File: src/rtl/imem_boot_loader.sv
// imem_boot_loader: byte-stream program loader that fills instruction memory and
// holds the core in reset until the load completes.
// Optional trailing XOR checksum byte is enabled by defining LOADER_CHECKSUM_EN.
module imem_boot_loader #(
   parameter int ADDR_W = 20
) (
   input  logic              clk,
   input  logic              rst,
   input  logic              i_start,
   input  logic [7:0]        i_rx_data,
   input  logic              i_rx_valid,
   output logic              o_rx_ready,
   output logic              o_imem_we,
   output logic [ADDR_W-1:0] o_imem_addr,
   output logic [15:0]       o_imem_wdata,
   output logic              o_cpu_rst,
   output logic              o_busy,
   output logic              o_done,
   output logic              o_error,
   output logic [ADDR_W:0]   o_words_loaded
);
   typedef enum logic [2:0] {
      S_IDLE, S_LEN_LO, S_LEN_HI, S_DATA_LO, S_DATA_HI, S_DONE, S_ERROR, S_CHK
   } state_t;

   state_t            r_state, w_next;
   logic [15:0]       r_len, w_len;
   logic [7:0]        r_lo;
   logic [ADDR_W:0]   r_words;
   logic [ADDR_W-1:0] r_addr;
   logic [15:0]       r_wdata;
   logic              r_we, r_rx_ready, r_busy, r_done, r_error, r_cpu_rst;
   logic              w_acc, w_last, w_big, w_load, w_idle;
   state_t            w_fin;
`ifdef LOADER_CHECKSUM_EN
   logic [7:0]        r_csum;
   assign w_fin = S_CHK;
`else
   assign w_fin = S_DONE;
`endif

   assign w_acc  = i_rx_valid && r_rx_ready;
   assign w_len  = {i_rx_data, r_len[7:0]};
   assign w_last = 32'(r_words) + 32'd1 == {16'd0, r_len};
   assign w_big  = {16'd0, w_len} > (32'd1 << ADDR_W);
   assign w_idle = r_state == S_IDLE || r_state == S_DONE || r_state == S_ERROR;
   assign w_load = w_next == S_LEN_LO || w_next == S_LEN_HI || w_next == S_DATA_LO ||
                   w_next == S_DATA_HI || w_next == S_CHK;

   // next-state decode; transfers only advance on an accepted byte
   always_comb begin
      w_next = r_state;
      case (r_state)
         S_IDLE, S_DONE, S_ERROR: w_next = i_start ? S_LEN_LO : r_state;
         S_LEN_LO:  w_next = w_acc ? S_LEN_HI : r_state;
         S_LEN_HI:  w_next = !w_acc ? r_state : (w_len == 16'd0) ? w_fin : w_big ? S_ERROR : S_DATA_LO;
         S_DATA_LO: w_next = w_acc ? S_DATA_HI : r_state;
         S_DATA_HI: w_next = !w_acc ? r_state : w_last ? w_fin : S_DATA_LO;
`ifdef LOADER_CHECKSUM_EN
         S_CHK:     w_next = !w_acc ? r_state : (i_rx_data == r_csum) ? S_DONE : S_ERROR;
`endif
         default:   w_next = r_state;
      endcase
   end

   // state, registered status outputs and the one-cycle memory write pulse
   always_ff @(posedge clk) begin
      if (rst) begin
         r_state    <= S_IDLE;
         r_len      <= '0;
         r_lo       <= '0;
         r_words    <= '0;
         r_addr     <= '0;
         r_wdata    <= '0;
         r_we       <= 1'b0;
         r_rx_ready <= 1'b0;
         r_busy     <= 1'b0;
         r_done     <= 1'b0;
         r_error    <= 1'b0;
         r_cpu_rst  <= 1'b1;
`ifdef LOADER_CHECKSUM_EN
         r_csum     <= '0;
`endif
      end else begin
         r_state    <= w_next;
         r_rx_ready <= w_load;
         r_busy     <= w_load;
         r_done     <= w_next == S_DONE;
         r_error    <= w_next == S_ERROR;
         r_cpu_rst  <= w_next != S_DONE;
         r_we       <= 1'b0;
         if (i_start && w_idle) begin
            r_words <= '0;
            r_addr  <= '0;
`ifdef LOADER_CHECKSUM_EN
            r_csum  <= '0;
`endif
         end
`ifdef LOADER_CHECKSUM_EN
         if (w_acc) r_csum <= r_csum ^ i_rx_data;
`endif
         if (w_acc && r_state == S_LEN_LO) r_len[7:0] <= i_rx_data;
         if (w_acc && r_state == S_LEN_HI) r_len[15:8] <= i_rx_data;
         if (w_acc && r_state == S_DATA_LO) r_lo <= i_rx_data;
         if (w_acc && r_state == S_DATA_HI) begin
            r_we    <= 1'b1;
            r_addr  <= r_words[ADDR_W-1:0];
            r_wdata <= {i_rx_data, r_lo};
            r_words <= r_words + (ADDR_W+1)'(1);
         end
      end
   end

   assign o_rx_ready     = r_rx_ready;
   assign o_imem_we      = r_we;
   assign o_imem_addr    = r_addr;
   assign o_imem_wdata   = r_wdata;
   assign o_cpu_rst      = r_cpu_rst;
   assign o_busy         = r_busy;
   assign o_done         = r_done;
   assign o_error        = r_error;
   assign o_words_loaded = r_words;
endmodule
File: config.mk
export PLATFORM = sky130hd
export DESIGN_NAME = imem_boot_loader
export DESIGN_NICKNAME = d
export VERILOG_FILES = /design/src/rtl/imem_boot_loader.sv
export SDC_FILE = /design/constraint.sdc
export NUM_CORES = 1
export LEC_CHECK = 0
export BUFFER_PORTS_ARGS = -buffer_cell sky130_fd_sc_hd__buf_2
export CAP_MARGIN = 5
export CORE_UTILIZATION = 50
export CTS_CLUSTER_DIAMETER = 150
export DETAILED_ROUTE_END_ITERATION = 7
export PLACE_DENSITY = 0.84
export SLEW_MARGIN = 40
export SYNTH_ARGS = -nofsm -noshare
export SYNTH_HDL_FRONTEND = slang
export SYNTH_SLANG_ARGS = --single-unit
File: constraint.sdc
create_clock -name clk -period 4.32 [get_ports clk]
set_clock_uncertainty 0.2 [all_clocks]
set_input_delay 0.864 -clock clk [delete_from_list [all_inputs] [get_ports clk]]
set_output_delay 0.864 -clock clk [all_outputs]
set_load 0.05 [all_outputs]
==> metrics.csv <==
stage,metric,value,unit
worst_setup_path,Critical Path RT,4.37,ns
drt,length of the first detailed-routing pass in iterations,5,
layout,Antenna Cells,0,
worst_setup_path,Crit-path slowest cell,nor4_1,
grt,gr ovfl total,0,
placed_design,Routability Congestion,0.911,
cts,# resized after CTS,0,
synthesis,Yosys warnings,0,
layout,area grow syn2layout,13.8,%
timing,final worst-path cycle share,81.2,%
grt,largest net degree at the start of global routing,46,
worst_setup_path,Setup Crit Path Kind,reg2reg,
worst_setup_path,reg2reg setup slack,0.81,ns
run,max-cap violations,0,
synthesis,Post-synth EDFFs,0,
pwr,Sw Pwr,386,µW
drt,Routed Antenna Nets,0,
synthesis,count of cell types in the netlist,60,
timing,endpoints failing hold,0,
die,Die ar.,8900,µm²
worst_setup_path,CP startpoint kind,register,
layout,Non-Filler Instances,669,
worst_setup_path,CP Capture Type,register,
timing,RSZ-0062 raised after global routing,no,
die,Die X-Extent,94.4,µm
worst_setup_path,cells along the critical path,ha_1 > nand4_1 > nor4_1 > mux2i_1 > a211oi_2 > a2111oi_0 > a21oi_2 > a2111o_1,
grt,initial antenna violation count,0,
drt,routed wire length,11200,µm
pwr,Seq pwr share,56.5,%
outcome,status,completed,
drt,routed vias,4011,
synthesis,Syn Std Cell Area,4260,µm²
synthesis,dominant cells by area after synthesis,"dfxtp_1 42%, mux2i_1 6.1%, nor2_1 5.4%",
synthesis,syn_nets,517,
cts,CTS tree,built,
grt,first-pass GRT wire length,17800,µm
die,DIE HEIGHT,94.4,µm
hold_path,worst hold path class,reg2reg,
grt,Tot GR Track Use,25.9,%
placed_design,pre-CTS WS,0.961,ns
cts,setup bufs post-CTS,0,
drt,drt wl/cell,16.8,µm
pwr,P_leak,2.05,nW
timing,max-slew violation count,0,
die,row cnt,33,
placed_design,dpl hpwl,7930,µm
synthesis,largest area contributor in the netlist,dfxtp_1,
timing,Tightest Pin Transition,0.885,ns
timing,Tmin final,3.51,ns
cts,CTS H-tree depth,3,
worst_setup_path,Critical R2R Capture,o_cpu_rst,
die,I/O pin count,75,
pwr,Power Density,303,nW/µm²
placed_design,Inst Count DP,653,
die,Initial Util,51.9,%
timing,Setup Viol. Count Final,0,
drt,DRC Markers,0,
placed_design,Buffers on Ports,74,
cts,worst-skew pair later-pin latency,0.36,ns
cts,CTS Buf Count,9,
hold_path,hold path depth,2,
worst_setup_path,Crit path arrival time,3.56,ns
synthesis,top cell type's share of synthesized area,41.8,%
grt,vias in the first global route,3587,
drt,DR vias/cell,6.00,
worst_setup_path,worst reg2reg path depth,8,
pwr,clock share of power,37.2,%
layout,Final #Nets,572,
die,core area,8220,µm²
synthesis,Syn Inst Count,504,
drt,DR iter-0 viols,274,
synthesis,cell with the most instances after synthesis,dfxtp_1,
synthesis,asr flop ratio synth,0,%
synthesis,post-synthesis sequential area ratio,41.8,%
timing,Max Clk Rate,0.285,GHz
timing,PnR worst setup slack,0.813,ns
layout,share of layout cells above drive strength 1,19.9,%
synthesis,Synth top cells by count,"89 x dfxtp_1, 61 x nor2_1, 57 x nand2_1",
cts,Hold Buf Count CTS,0,
worst_setup_path,crit-path max FO,9,
cts,CTS Sinks,89,
timing,Setup Total Neg Slack,0,ns
hold_path,HP Start,o_imem_wdata[1],
pwr,Int Power,1.08,mW
timing,Slew HR,41.0,%
worst_setup_path,"slowest stage delay, CP",0.70,ns
hold_path,hold endpoint,o_imem_wdata[1],
cts,clk buf depth,2,
worst_setup_path,FF-to-FF Start,o_words_loaded[0],
pwr,Comb pwr share,6.3,%
synthesis,"Avg Cell Area, Syn",8.46,µm²
synthesis,prevailing post-synth register cell,dfxtp_1,
pwr,worst vdd ir,0.153,mV
synthesis,Seq cells post-synth,89,
pwr,switching share of power,26.2,%
cts,clock input transition at the sequential cells of the worst setup and hold paths,0.09,ns
cts,clock root cell,clkbuf_8,
registers in the layout, summed over array words and instances (netlist names):
register / flops
o_words_loaded: 21
o_imem_addr: 20
o_error: 1
r_lo: 8
o_imem_we: 1
o_imem_wdata: 16
o_done: 1
r_len: 16
o_cpu_rst: 1
r_state: 3
o_busy: 1
cell type report:
cell class | instances | area [µm²]
fill | 743 | 3360
inverter | 7 | 26.3
clock buffer | 10 | 138
tap | 105 | 131
multi-input combinational | 369 | 2290
sequential | 89 | 1780
clock inverter | 6 | 48.8
timing repair buffer | 83 | 438
per-layer routing:
| layer | GRT usage, % | wire length, µm | vias up |
|---|---|---|---|
| li1 | - | - | 1924 |
| met1 | 34.0 | 4900 | 1883 |
| met2 | 41.6 | 5320 | 176 |
| met3 | 4.67 | 733 | 28 |
| met4 | 11.5 | 278 | 0 |
| met5 | 0 | 0 | - |
power by group through the flow:
stage          registers, mW  logic (mW)  clock network [mW]
2_1_floorplan          0.850      0.0600                   0
3_3_place_gp           0.850      0.0879                   0
3_5_place_dp           0.850      0.0903                   0
4_1_cts                0.831      0.0910               0.556
5_1_grt                0.832      0.0994               0.596
6_report               0.831      0.0927               0.546
worst max-delay path by stage:
stage / start / end / slack [ns]
2_1_floorplan: o_words_loaded[1] / o_cpu_rst / 1.0
6_report: o_words_loaded[0] / o_cpu_rst / 0.81
3_5_place_dp: o_words_loaded[0] / o_cpu_rst / 0.96
4_1_cts: o_words_loaded[0] / o_cpu_rst / 0.92
3_3_place_gp: o_words_loaded[0] / o_cpu_rst / 1.12
5_1_grt: o_words_loaded[0] / o_cpu_rst / 0.67
layout by cell type (no fill, tap or decap), types with 10 or more instances in the layout:
| cell type | netlist | routed |
|---|---|---|
| xnor2_1 | 11 | 11 |
| clkbuf_8 | 0 | 10 |
| nor2_1 | 61 | 60 |
| nor4_1 | 13 | 13 |
| a22o_1 | 22 | 22 |
| mux2i_1 | 26 | 26 |
| a21oi_1 | 37 | 37 |
| nand2_1 | 57 | 57 |
| o21ai_0 | 23 | 23 |
| nand3_1 | 10 | 10 |
| dfxtp_1 | 89 | 89 |
| buf_2 | 6 | 74 |
cells by family after synthesis:
group           synth area share [%]
compound gates                  19.8
mux                             6.10
xor+xnor                        4.11
fa+ha+maj                      0.293
simple gates                    23.3
buf+inv                         4.61
flops                           41.8
per-stage QoR:
stage	hold slack, ns	area (µm²)	power (mW)	utilization (%)
detailed placement	0.244	4670	0.941	56.8
global route	0.279	4850	1.53	59.1
global placement	0.241	4670	0.938	56.8
finish	0.253	4850	1.47	59.1
floorplan	0.232	4260	0.910	-
CTS	0.257	4850	1.48	59.1
critical path, delay by kind of cell (launching register included):
kind	cells	cell delay [ns]
AO/OA/AOI/OAI	4	1.12
adder cells (fa/ha/maj)	1	0.35
flip-flops	1	0.51
multiplexers	1	0.31
AND/OR/NAND/NOR	2	0.91
Power figures use the tool's default switching activity.
